[src/rtl/div_requester.sv]
`default_nettype none
// ============================================================================
// Module   : div_requester
// Purpose  : Initiator for the sequential divider. Takes operand pairs over
//            valid/ready, fires a one-cycle start, waits for a completion
//            pulse (or a timeout) and returns quotient plus status downstream.
// Revision : 1.0  initial release
// ============================================================================
module div_requester #(
  parameter int WIDTH   = 10,
  parameter int TIMEOUT = 32
) (
  input  logic             clk,
  input  logic             rst_n,
  input  logic             in_valid,
  output logic             in_ready,
  input  logic [WIDTH-1:0] in_a,
  input  logic [WIDTH-1:0] in_b,
  output logic             div_start,
  output logic [WIDTH-1:0] div_a,
  output logic [WIDTH-1:0] div_b,
  input  logic             div_busy,
  input  logic             div_valid,
  input  logic             div_dvz,
  input  logic             div_ovf,
  input  logic [WIDTH-1:0] div_q,
  output logic             out_valid,
  input  logic             out_ready,
  output logic [WIDTH-1:0] out_q,
  output logic [1:0]       out_status,
  output logic [7:0]       err_count
);

  // Timer only has to count up to TIMEOUT-1 before WAIT is abandoned.
  localparam int TW = (TIMEOUT > 1) ? $clog2(TIMEOUT) : 1;

  localparam logic [1:0] ST_OK  = 2'b00;
  localparam logic [1:0] ST_DVZ = 2'b01;
  localparam logic [1:0] ST_OVF = 2'b10;
  localparam logic [1:0] ST_TMO = 2'b11;

  typedef enum logic [1:0] {
    S_IDLE  = 2'd0,
    S_ISSUE = 2'd1,
    S_WAIT  = 2'd2,
    S_HOLD  = 2'd3
  } state_t;

  state_t         r_state;
  logic [TW-1:0]  r_timer;
  logic [7:0]     w_err_next;
  logic           w_timer_last;
  logic           w_unused;

  // Busy is advisory only; completion is judged purely on the pulses.
  assign w_unused = div_busy;

  assign w_err_next   = (err_count == 8'hFF) ? 8'hFF : err_count + 8'd1;
  assign w_timer_last = (r_timer == TW'(TIMEOUT - 1));

  // Handshake flags are straight decodes of the state register.
  assign in_ready  = (r_state == S_IDLE);
  assign div_start = (r_state == S_ISSUE);
  assign out_valid = (r_state == S_HOLD);

  // Request sequencer: accept, issue, wait for completion/timeout, present.
  always_ff @(posedge clk or negedge rst_n) begin
    if (!rst_n) begin
      r_state    <= S_IDLE;
      r_timer    <= '0;
      div_a      <= '0;
      div_b      <= '0;
      out_q      <= '0;
      out_status <= ST_OK;
      err_count  <= '0;
    end else begin
      unique case (r_state)
        S_IDLE: begin
          if (in_valid) begin
            div_a   <= in_a;
            div_b   <= in_b;
            r_state <= S_ISSUE;
          end
        end
        S_ISSUE: begin
          r_timer <= '0;
          r_state <= S_WAIT;
        end
        S_WAIT: begin
          r_timer <= r_timer + 1'b1;
          // A pulse in the final timer cycle still beats the timeout.
          if (div_dvz) begin
            out_q      <= '0;
            out_status <= ST_DVZ;
            err_count  <= w_err_next;
            r_state    <= S_HOLD;
          end else if (div_ovf) begin
            out_q      <= '0;
            out_status <= ST_OVF;
            err_count  <= w_err_next;
            r_state    <= S_HOLD;
          end else if (div_valid) begin
            out_q      <= div_q;
            out_status <= ST_OK;
            r_state    <= S_HOLD;
          end else if (w_timer_last) begin
            out_q      <= '0;
            out_status <= ST_TMO;
            err_count  <= w_err_next;
            r_state    <= S_HOLD;
          end
        end
        S_HOLD: begin
          if (out_ready) begin
            r_state <= S_IDLE;
          end
        end
        default: r_state <= S_IDLE;
      endcase
    end
  end

endmodule
`default_nettype wire

[config.mk]
export PLATFORM = sky130hd
export DESIGN_NAME = div_requester
export DESIGN_NICKNAME = d
export VERILOG_FILES = /design/src/rtl/div_requester.sv
export SDC_FILE = /design/constraint.sdc
export NUM_CORES = 1
export LEC_CHECK = 0
export ABC_AREA = 0
export ABC_CLOCK_PERIOD_IN_PS = 2700
export CORE_MARGIN = 4
export CORE_UTILIZATION = 44
export DETAILED_ROUTE_END_ITERATION = 12
export MAX_ROUTING_LAYER = met4
export PLACE_DENSITY = 0.86
export SKIP_CTS_REPAIR_TIMING = 1
export SLEW_MARGIN = 20
export SYNTH_ARGS = -nofsm -noshare
export SYNTH_HDL_FRONTEND = slang
export SYNTH_SLANG_ARGS = --single-unit
[constraint.sdc]
create_clock -name clk -period 2.7 [get_ports clk]
set_input_delay 0.405 -clock clk [delete_from_list [all_inputs] [get_ports clk]]
set_output_delay 0.405 -clock clk [all_outputs]
set_load 0.02 [all_outputs]
; ---- After elaboration in Yosys (flattened, before gate mapping)
; Index checks and enable logic that the tools add are counted.
[classes]
n_addsub = 2
n_eq_ne = 9
muxes = 20
n_reduce_logical = 8
[ops]
columns = op, count
row1 = 10-bit 2-to-1 mux, 4
row2 = 8-bit 2-to-1 mux, 5
row3 = 2-bit 2-to-1 mux, 9
row4 = 5-bit one-hot mux with 2 select lines, 1
row5 = 8-bit by 1-bit adder with 8-bit output (second input constant), 1
row6 = 8-bit equality test (second input constant), 1
row7 = 2-bit one-hot mux with 4 select lines, 1
row8 = 3-bit AND reduction, 2
row9 = 5-bit by 1-bit adder with 5-bit output (second input constant), 1
row10 = 5-bit equality test (second input constant), 1
row11 = 5-bit != test (second input constant), 1
row12 = 2-bit equality test (second input constant), 2
row13 = 2-bit AND reduction, 2
row14 = 4-bit nonzero test, 1
row15 = 3-bit by 1-bit != test with 1-bit output (second input constant), 1
row16 = 3-bit nonzero test, 1
row17 = 2-bit by 1-bit equality test with 1-bit output (second input constant), 1
row18 = 2-bit zero test, 1
row19 = 2-bit by 1-bit != test with 1-bit output (second input constant), 1
row20 = 2-bit != test (second input constant), 1
row21 = 2-bit nonzero test, 1
[word_totals]
ff_bits = 47
inputBits = 38
output_inout_bits = 43
elab_cells = 46

; ---- Depth between registers and ports, before layout
; Gate-level depths: netlist of the first run.
[depth]
ltp_word = 6
ltp_mapped = 8
mapped_depth_nobuf = 7

; ---- Worst setup path before layout of the first run
; OpenSTA, ideal clock, no wires.
[synth_timing]
path_kind = register to register
startpoint = register r_timer[0]
endpoint = register err_count[4]
setup_time_ns = 0.125
arrival_time_ns = 1.836
required_time_ns = 2.575
path_slack_ns = 0.739
path_stages_with_launch = 8
n_path_buf = 0
period_less_slack_ns = 1.961
path_cell_list = dfrtp_1 -> ha_1 -> and3_1 -> ha_1 -> nor2b_2 -> o31a_4 -> nand4_1 -> mux2_2
[synth_between]
elab_chain_cells = 3
[synth_rtl]
columns = item, line_no
row1 = "start, declared", 50  ; logic [TW-1:0] r_timer;
row2 = "start signal, assigned", 90  ; r_timer <= r_timer + 1'b1;
row3 = 5-bit equality test, 59  ; assign w_timer_last = (r_timer == TW'(TIMEOUT - 1));
row4 = 3-bit nonzero test (no line), n/a
row5 = 3-bit AND reduction (no line), n/a
row6 = "end signal, assigned", 95  ; err_count <= w_err_next;
row7 = "end signal, assigned", 100  ; err_count <= w_err_next;
row8 = "end signal, assigned", 109  ; err_count <= w_err_next;
row9 = "end, declared", 31  ; output logic [7:0] err_count
; No other way between the ends.
; A chain may end at the register's enable or synchronous reset.

; ---- Worst setup path after layout of the first run
[layout_timing]
startpoint = register r_state[1]
endpoint = output in_ready
[layout_between]
elab_chain_cells = 1
[layout_rtl]
columns = item, line_no
row1 = "start, declared", 49  ; state_t r_state;
row2 = "start signal, assigned", 69  ; r_state <= S_IDLE;
row3 = "start signal, assigned", 82  ; r_state <= S_ISSUE;
row4 = "start signal, assigned", 87  ; r_state <= S_WAIT;
row5 = 2-bit zero test, 62  ; assign in_ready = (r_state == S_IDLE);
row6 = "end, declared", 16  ; output logic in_ready,
; No other way between the ends.

==> results_dict.tcl, run 1 <==
set metrics [dict create \
    cts-buffers-inserted 5 \
    worstPathMaxFanout 4 \
    postPlaceCellArea_sq_um 2939 \
    synth_area_leader_cell "sky130_fd_sc_hd__dfrtp_1" \
    nFillCells 375 \
    rows 25 \
    yosys-mux-area-fraction_pct 12.65 \
    die_y_microns 77.53 \
    routed-via-count 1653 \
    number_of_flops_mapped_to_enable_cells_by_yosys 0 \
    avgRoutedWirePerCell_microns 15.03 \
    yosysTopAreaCellShare_pct 55.29 \
    grt_pass1_wl_mm 7.893 \
    worst_clock_skew_ps 6.114 \
    placeableCoreArea_sq_um 4692 \
    clock-sinks 47 \
    cts_root_buf "sky130_fd_sc_hd__clkbuf_8" \
    dieWidth_microns 77.53 \
    syn_inst 181 \
    relSlewSlack_pct 57.44 \
    place_inst 308 \
    yosysUniqueCellTypes 40 \
    cellLeakagePower_nw 1.306 \
    postSynthRegisterBits 47 \
    grt-ovfl-total 0 \
    setup-violations-final 0 \
    share_of_synthesized_area_occupied_by_flip_flops_and_latches_pct 55.29 \
    grt_antenna_before_repair 0 \
    multi_input_comb_area_sq_um 875.8 \
    cts_max_path_buffers 2 \
    syn_nets 226 \
    place.detailed.hpwl_mm 3.548 \
    synth_top_family_by_area "simple AND/OR/NAND/NOR gates" \
    fmax_mhz 476.3 \
    worst-endpoint-arrival_ps 1690 \
    boundaryPins 81 \
    count_of_h_tree_levels_built_during_cts 2 \
    final_layout_size_suffix_gt1_share_pct 15.65 \
    ff2ff_path_depth 7 \
    max_cap_viol_count 0 \
    grt_util_all_layers_pct 16.81 \
    ys_warn_count 0 \
    drt_pass1_iterations 4 \
    syn_avg_cell_area_sq_um 11.75 \
    critical_path.startpoint_type "register" \
    xor_xnor_portion_of_the_synthesized_cell_area_pct 0 \
    worst-path-buf-inv 2 \
    crit_type "register to output pin" \
    maximum_number_of_pins_on_one_net_before_global_route_repair 48 \
    synth_top_flop_cell "sky130_fd_sc_hd__dfrtp_1" \
    number_of_port_buffers 79 \
    fin_crit_ps 2099 \
    worstReg2RegEnd "err_count[4]" \
    unrepaired_setup_endpoints_after_global_routing "false" \
    route.final.wire_length_mm 4.749 \
    async_set_reset_flop_share_out_of_synthesis_pct 100.0 \
    cpMaxStageDelayCell "sky130_fd_sc_hd__clkdlybuf4s50_1" \
    outcome "finished clean" \
    synth_simple_gate_area_share_pct 14.24 \
    power_per_standard_cell_area_nw_per_um2 1104 \
    post-synth-top-count-cell "sky130_fd_sc_hd__dfrtp_1" \
    hold_class "primary input to asynchronous set/reset pin" \
    synthTopCellsByArea "sky130_fd_sc_hd__dfrtp_1 55%, sky130_fd_sc_hd__mux2_2 12%, sky130_fd_sc_hd__nand2_1 5.8%" \
    clkSlewWorstSetupHoldPaths_ps 80 \
    antenna_violating_nets_post_route 0 \
    cts_tree "done" \
    finalHoldViolCount 0 \
    drt-vias-per-instance 5.231 \
    floorplan.die_area_sq_um 6011 \
    final.setup.tns_ps 0 \
    fin_crit_sh_pct 77.76 \
    synthesized_area_fraction_occupied_by_ao_oa_aoi_and_oai_cells_pct 10.18 \
    critical_path_endpoint_category "output pin" \
    finalPower_mw 3.379 \
    synth.top_cells.by_count "47 x sky130_fd_sc_hd__dfrtp_1, 33 x sky130_fd_sc_hd__nand2_1, 22 x sky130_fd_sc_hd__mux2_2" \
    finalInstanceArea_sq_um 3059 \
    drc 0 \
    max-vdd-ir-drop_mv 0.5641 \
    grt_pass1_vias 1649 \
    gp_congestion 0.8772 \
    worstPathRequired_ps 2300 \
    initial_utilization_pct 45.33 \
    clk_latency_ps 300 \
    areaGrowthSynthToFinish_pct 43.82 \
    timing.reg2reg.setup_slack_ps 650 \
    mappedNetlistArea_sq_um 2127 \
    initialDrtViolationCount 87 \
    drv_slew 0 \
    timing.critical_path.cells "inv_1 -> ha_1 -> clkdlybuf4s50_1" \
    synth_adder_area_share_pct 4.118 \
    num-nets-final 306 \
    area.sequential_sq_um 1176 \
    cp_slowest_stage_delay_ps 650 \
    layoutNonFillerInstCount 316 \
    critical_path.top_delay_family "buffers and inverters" \
    critical_path.reg2reg.startpoint "r_timer[0]" \
    worst_pin_slew_ps 635.6 \
    diodes 0 \
]
how the worst max path moves through the flow:
stage | start | endpoint | cells after the start
after floorplan | r_timer[0] | err_count[4] | 7
after global placement | r_timer[0] | err_count[4] | 7
after detailed placement | r_timer[0] | err_count[4] | 7
after CTS | r_state[1] | in_ready | 3
after global routing | r_state[1] | in_ready | 3
final | r_state[1] | in_ready | 3
per-stage QoR:
stage               hold WS [ps]  worst slack (ps)  utilization, %
floorplan                  109.4             739.3               -
detailed placement         472.9             659.1           62.64
global route               138.1             526.2           65.20
CTS                        318.9             583.4           65.15
global placement           461.3             683.0           62.64
finish                     94.31             600.5           65.20
sequential cells by signal (all words and copies together) (netlist names):
| register | cells |
|---|---|
| div_a | 10 |
| div_b | 10 |
| err_count | 8 |
| out_q | 10 |
| out_status | 2 |
| r_state | 2 |
| r_timer | 5 |
cell type report:
| class | count | area share (%) |
|---|---|---|
| flip-flops and latches | 47 | 38.45 |
| multi-input cells | 120 | 28.63 |
| well taps | 54 | 2.209 |
| inverters | 7 | 0.8589 |
| clock buffers | 6 | 2.699 |
| clock inverters | 2 | 1.145 |
| repair buffers | 80 | 26.01 |
routing by layer:
| layer | vias up | routed length, microns | track usage, % |
|---|---|---|---|
| li1 | 791 | - | - |
| met1 | 798 | 1911 | 19.37 |
| met4 | 0 | 61 | 4.093 |
| met5 | - | 0 | - |
| met2 | 54 | 2561 | 29.02 |
| met3 | 10 | 214 | 4.756 |
placed cells by master (no fill, tap or decap), types with 2 or more instances in the layout:
cell type                         Yosys  layout
sky130_fd_sc_hd__clkdlybuf4s50_1      0      78
sky130_fd_sc_hd__dfrtp_1             47      47
sky130_fd_sc_hd__nand2_1             33      33
sky130_fd_sc_hd__mux2_2              22      22
sky130_fd_sc_hd__o21ai_0             14      14
sky130_fd_sc_hd__inv_1                7       7
sky130_fd_sc_hd__ha_1                 7       7
sky130_fd_sc_hd__nand3_1              6       6
sky130_fd_sc_hd__clkbuf_8             0       6
sky130_fd_sc_hd__a21oi_1              4       4
sky130_fd_sc_hd__nor2b_1              3       3
sky130_fd_sc_hd__and3_1               2       2
sky130_fd_sc_hd__o21ai_1              2       2
sky130_fd_sc_hd__nor2_1               2       2
sky130_fd_sc_hd__o22a_1               2       2
sky130_fd_sc_hd__buf_4                1       2
cells by family after synthesis:
| family | count (synthesis) |
|---|---|
| AO/OA/AOI/OAI | 31 |
| AND/OR/NAND/NOR | 58 |
| buffers and inverters | 14 |
| flip-flops | 47 |
| adder cells (fa/ha/maj) | 7 |
| multiplexers | 24 |
power breakdown:
part	total, mW	leakage, nW	switching [mW]	internal (mW)
Clock	0.525	0.0612	0.226	0.299
Sequential	1.17	0.591	0.187	0.985
Combinational	1.68	0.654	0.845	0.838
Total	3.38	1.31	1.26	2.12
worst reg2reg max path, cell delays in order (launching register included):
cell and delay (ps):
sky130_fd_sc_hd__dfrtp_1 410, sky130_fd_sc_hd__ha_1 230, sky130_fd_sc_hd__and3_1 180, sky130_fd_sc_hd__ha_1 200, sky130_fd_sc_hd__nor2b_2 180, sky130_fd_sc_hd__o31a_4 320
sky130_fd_sc_hd__nand4_1 110, sky130_fd_sc_hd__mux2_2 330
No activity file was read; power rests on OpenSTA's default activity.
==> inputs of run 2 (changes only) <==
Settings changed: ABC_CLOCK_PERIOD_IN_PS 2700 to 1800, CORE_UTILIZATION 44 to 39, PLACE_DENSITY 0.86 to 0.81.
Clock period 2.7 ns to 1.8 ns, I/O delays scaled along.
==> run 2 against run 1 <==
The flow now finishes with violations (setup timing). Worst setup slack got worse by 650 ps. First-iteration DRC count down 49%. Global-route usage decreased by 2.1 points. Clock-buffer cell count is 1 higher. Routed wire length is 1.7% higher. Non-clock buffer count increased by 15. Sequential cell count is the same. Largest cell class unchanged. Largest power group unchanged.
==> results_dict.tcl, run 2 (synthesis gave the netlist of run 1 again) <==
set metrics [dict create \
    violations "setup timing" \
    setup-violations-final 2 \
    grt_util_all_layers_pct 14.75 \
    number_of_port_buffers 79 \
    grt_antenna_before_repair 0 \
    cellLeakagePower_nw 1.417 \
    boundaryPins 81 \
    grt_pass1_vias 1663 \
    max_cap_viol_count 0 \
    fin_crit_sh_pct 102.6 \
    finalHoldWorstSlack_ps 476.7 \
    clk_latency_ps 290 \
    layout.cells.most_common "sky130_fd_sc_hd__clkdlybuf4s50_1" \
    drt-vias-per-instance 4.831 \
    final.setup.tns_ps -76.25 \
    ff2ff_path_depth 7 \
    areaGrowthSynthToFinish_pct 53.88 \
    route.final.wire_length_mm 4.830 \
    placement_setup_slack_ps -82.15 \
    clock-sinks 47 \
    relSlewSlack_pct 66.41 \
    num-nets-final 323 \
    die_y_microns 81.85 \
    timing.reg2reg.setup_slack_ps -50 \
    worstPathMaxFanout 4 \
    fin_crit_ps 1846 \
    floorplan.die_area_sq_um 6699 \
    max-vdd-ir-drop_mv 0.8539 \
    fmax_mhz 541.6 \
    cts_max_path_buffers 2 \
    avgRoutedWirePerCell_microns 13.84 \
    initialDrtViolationCount 44 \
    largest_registers "div_a: 10 flops, div_b: 10 flops, out_q: 10 flops" \
    drc 0 \
    final_layout_size_suffix_gt1_share_pct 22.94 \
    finalHoldViolCount 0 \
    worstPathRequired_ps 1980 \
    cts-buffers-inserted 5 \
    drv_slew 0 \
    count_of_h_tree_levels_built_during_cts 2 \
    drt_pass1_iterations 4 \
    power_per_standard_cell_area_nw_per_um2 1547 \
    maximum_number_of_pins_on_one_net_before_global_route_repair 28 \
    critical_path.startpoint_type "register" \
    cts_tree "done" \
    crit_type "register to register" \
    cts_root_buf "sky130_fd_sc_hd__clkbuf_8" \
    outcome "complete, but fails checks" \
    place.detailed.hpwl_mm 3.568 \
    setup_ws_ps -46.22 \
    gp_congestion 0.8358 \
    diodes 0 \
    nFillCells 425 \
    critical_path_endpoint_category "register" \
    routed-via-count 1686 \
    grt_pass1_wl_mm 7.376 \
    most-common-layout-cells "75 x sky130_fd_sc_hd__clkdlybuf4s50_1, 47 x sky130_fd_sc_hd__dfrtp_1, 32 x sky130_fd_sc_hd__nand2_1" \
    grt-ovfl-total 0 \
    hold_class "primary input to asynchronous set/reset pin" \
    placeableCoreArea_sq_um 5205 \
    rows 26 \
    final_core_util_pct 62.88 \
    worst_pin_slew_ps 503.9 \
    unrepaired_setup_endpoints_after_global_routing "true" \
    initial_utilization_pct 40.87 \
    clkSlewWorstSetupHoldPaths_ps 80 \
    worst_clock_skew_ps 4.241 \
    dieWidth_microns 81.85 \
    worst-endpoint-arrival_ps 2030 \
    antenna_violating_nets_post_route 0 \
]
==> run 2: cell count changes in the layout (fill, tap and decap cells not counted), moves of 3 or more <==
cell / change
sky130_fd_sc_hd__buf_4: +11
sky130_fd_sc_hd__o21ai_0: -4
sky130_fd_sc_hd__o21ai_1: +4
sky130_fd_sc_hd__clkdlybuf4s50_1: -3
sky130_fd_sc_hd__dlymetal6s2s_1: +3
==> run 2: report_power, final <==
| group | internal [mW] | switching (mW) | total, mW |
|---|---|---|---|
| Combinational | 1.40 | 1.31 | 2.71 |
| Sequential | 1.48 | 0.274 | 1.75 |
| Clock | 0.273 | 0.324 | 0.597 |
| Total | 3.15 | 1.91 | 5.06 |
==> run 2: cell type report <==
cell class	count	area, sq um	share of cell area [%]
well taps	70	87.58	2.676
clock buffers	7	76.32	2.332
inverters	7	26.28	0.8028
repair buffers	95	940.9	28.75
flip-flops and latches	47	1176	35.93
multi-input cells	122	960.9	29.36
clock inverters	1	5.005	0.1529
==> run 2: worst max-delay path, stage by stage, from the launching register on <==
cell and delay, ps:
sky130_fd_sc_hd__dfrtp_1 390, sky130_fd_sc_hd__ha_2 180, sky130_fd_sc_hd__and3_4 170, sky130_fd_sc_hd__ha_4 160, sky130_fd_sc_hd__nor2b_4 130, sky130_fd_sc_hd__o31a_4 290
sky130_fd_sc_hd__nand4_1 110, sky130_fd_sc_hd__mux2_4 300
==> run 2: path summary, 6_finish.rpt <==
kind                          startpoint       endpoint
max reg2reg                   r_timer[1]   err_count[4]
min in group clk           out_status[1]  out_status[1]
max in group asynchronous          rst_n       div_b[8]
min                                rst_n       out_q[1]
min reg2reg                out_status[1]  out_status[1]
max                           r_timer[1]   err_count[4]
==> run 2: stage by stage <==
| stage | area (sq um) | total power, mW | instances |
|---|---|---|---|
| final | 3273 | 5.062 | 349 |
| after detailed placement | 3110 | 4.427 | 337 |
| after floorplan | 2156 | 3.210 | 181 |
| after CTS | 3192 | 5.039 | 345 |
| after global routing | 3273 | 5.429 | 349 |
| after global placement | 3110 | 4.359 | 337 |
==> run 2: layer usage <==
metal  GRT usage (%)  part of all wire (%)  up-vias
li1                -                     -      831
met1           18.16                    44      803
met2           24.64                    50       48
met3           3.399                   5.5        4
met4           3.488                  0.52        0
met5               -                     0        -
==> inputs of run 3 (changes only) <==
Settings changed: ABC_CLOCK_PERIOD_IN_PS 1800 to 1900, CAP_MARGIN set to 20, CORE_UTILIZATION 39 to 44, PLACE_DENSITY 0.81 to 0.86.
Clock period 1.8 ns to 1.9 ns, I/O delays scaled along.
==> run 3 against run 2 <==
The flow finishes with violations (hold timing). Routed wire length is 3.3% lower. Clock-buffer cell count did not move. Register-to-register slack improved by 80 ps. Worst setup slack better by 83 ps. Via count fell by 0.30%. Cell area is 2.1% lower. Combinational power down 7%. Cell count fell by 6.0%. Non-clock buffer count decreased by 3. Clock skew up 1.0 ps. Worst hold slack got worse by 490 ps. Fmax down 0.93%. Critical path type unchanged.
==> results_dict.tcl, run 3 (synthesis gave the netlist of run 1 again) <==
set metrics [dict create \
    unrepaired_setup_endpoints_after_global_routing "true" \
    most-common-layout-cells "77 x sky130_fd_sc_hd__clkdlybuf4s50_1, 47 x sky130_fd_sc_hd__dfrtp_1, 32 x sky130_fd_sc_hd__nand2_1" \
    setup-violations-final 0 \
    rows 25 \
    clk_latency_ps 290 \
    gp_congestion 0.8376 \
    violations "hold timing" \
    critical_path.startpoint_type "register" \
    finalHoldWorstSlack_ps -16.73 \
    die_y_microns 77.53 \
    maximum_number_of_pins_on_one_net_before_global_route_repair 26 \
    grt_pass1_vias 1727 \
    cts-buffers-inserted 5 \
    largest_registers "div_a: 10 flops, div_b: 10 flops, out_q: 10 flops" \
    placement_setup_slack_ps -18.76 \
    initial_utilization_pct 45.33 \
    placeableCoreArea_sq_um 4692 \
    initialDrtViolationCount 125 \
    outcome "complete, but fails checks" \
    grt_pass1_wl_mm 7.962 \
    finalInstanceArea_sq_um 3206 \
    boundaryPins 81 \
    layoutNonFillerInstCount 328 \
    num-nets-final 318 \
    avgRoutedWirePerCell_microns 14.24 \
    route.final.wire_length_mm 4.670 \
    hold_class "primary input to asynchronous set/reset pin" \
    drt_pass1_iterations 4 \
    floorplan.die_area_sq_um 6011 \
    max_cap_viol_count 0 \
    clock-sinks 47 \
    worstReg2RegEnd "err_count[4]" \
    count_of_h_tree_levels_built_during_cts 2 \
    worst_clock_skew_ps 5.290 \
    cts_tree "done" \
    ff2ff_path_depth 7 \
    fmax_mhz 536.6 \
    drv_slew 0 \
    max-vdd-ir-drop_mv 0.7488 \
    routed-via-count 1681 \
    crit_type "register to register" \
    finalHoldViolCount 24 \
    cts_max_path_buffers 2 \
    drc 0 \
    relSlewSlack_pct 60.74 \
    drt-vias-per-instance 5.125 \
    areaGrowthSynthToFinish_pct 50.71 \
    grt-ovfl-total 0 \
    final_layout_size_suffix_gt1_share_pct 20.80 \
    setup_ws_ps 36.54 \
    worst-endpoint-arrival_ps 2050 \
    final.setup.tns_ps 0 \
    worstPathRequired_ps 2080 \
    timing.reg2reg.setup_slack_ps 40 \
    critical_path.reg2reg.startpoint "r_timer[0]" \
    diodes 0 \
    number_of_port_buffers 79 \
    crit_end "err_count[4]" \
    clkSlewWorstSetupHoldPaths_ps 90 \
    fin_crit_sh_pct 98.08 \
    cellLeakagePower_nw 1.381 \
    nFillCells 361 \
    antenna_violating_nets_post_route 0 \
    layout.cells.most_common "sky130_fd_sc_hd__clkdlybuf4s50_1" \
    postPlaceCellArea_sq_um 3068 \
    grt_util_all_layers_pct 16.63 \
    critical_path_endpoint_category "register" \
    place.detailed.hpwl_mm 3.544 \
    worst_pin_slew_ps 588.9 \
    worstPathMaxFanout 4 \
    dieWidth_microns 77.53 \
    power_per_standard_cell_area_nw_per_um2 1496 \
    grt_antenna_before_repair 0 \
    timing.critical_path.from "r_timer[0]" \
    cts_root_buf "sky130_fd_sc_hd__clkbuf_8" \
    fin_crit_ps 1863 \
    place_inst 318 \
]
[run 3: cell types whose count changed in the layout (fill, tap and decap cells not counted), moves of 2 or more]
cell	change
sky130_fd_sc_hd__a21oi_2	-2
sky130_fd_sc_hd__buf_4	-3
sky130_fd_sc_hd__o21ai_0	+4
sky130_fd_sc_hd__dlymetal6s2s_1	-2
sky130_fd_sc_hd__o21ai_1	-4
sky130_fd_sc_hd__clkdlybuf4s50_1	+2
sky130_fd_sc_hd__a21oi_1	+2
[run 3: area by class of cell]
type / instances / area (sq um) / area share (%)
Sequential cell: 47 / 1176 / 36.69
Multi-Input combinational cell: 120 / 925.9 / 28.88
Timing Repair Buffer: 92 / 914.6 / 28.53
Clock buffer: 7 / 86.33 / 2.693
Tap cell: 54 / 67.56 / 2.108
Inverter: 7 / 26.28 / 0.8197
Clock inverter: 1 / 8.758 / 0.2732
[run 3: power breakdown]
group / switching [mW] / internal, mW / total (mW)
clock: 0.318 / 0.298 / 0.616
combinational: 1.22 / 1.30 / 2.52
sequential: 0.257 / 1.40 / 1.66
[run 3: worst max-delay path: stages, from the launching register on]
cell and delay, ps:
sky130_fd_sc_hd__dfrtp_1 390, sky130_fd_sc_hd__ha_2 190, sky130_fd_sc_hd__and3_4 170, sky130_fd_sc_hd__ha_4 150, sky130_fd_sc_hd__nor2b_4 130, sky130_fd_sc_hd__o31a_4 300, sky130_fd_sc_hd__nand4_1 120, sky130_fd_sc_hd__mux2_4 300
[run 3: worst min-delay path by stage]
stage | to | depth (start not counted) | start | slack (ps)
finish | out_q[2] | 1 | rst_n | -20
global route | r_timer[1] | 1 | rst_n | 10
CTS | err_count[5] | 1 | rst_n | -5
detailed placement | out_q[2] | 1 | rst_n | 320
global placement | out_q[0] | 1 | rst_n | 310
floorplan | div_a[0] | 0 | rst_n | -10
[run 3: metal layers]
layer / vias up / part of all wire (%) / GRT usage (%)
met5: - / 0 / -
met4: 0 / 0.99 / 3.915
met3: 7 / 5.2 / 3.944
met2: 49 / 52 / 27.98
met1: 811 / 42 / 20.36
li1: 814 / - / -
[run 3: per-stage QoR]
stage	power (mW)	util, %
after CTS	4.806	67.41
after floorplan	3.041	-
after global placement	4.101	65.39
after global routing	5.133	68.32
final	4.795	68.32
after detailed placement	4.177	65.39
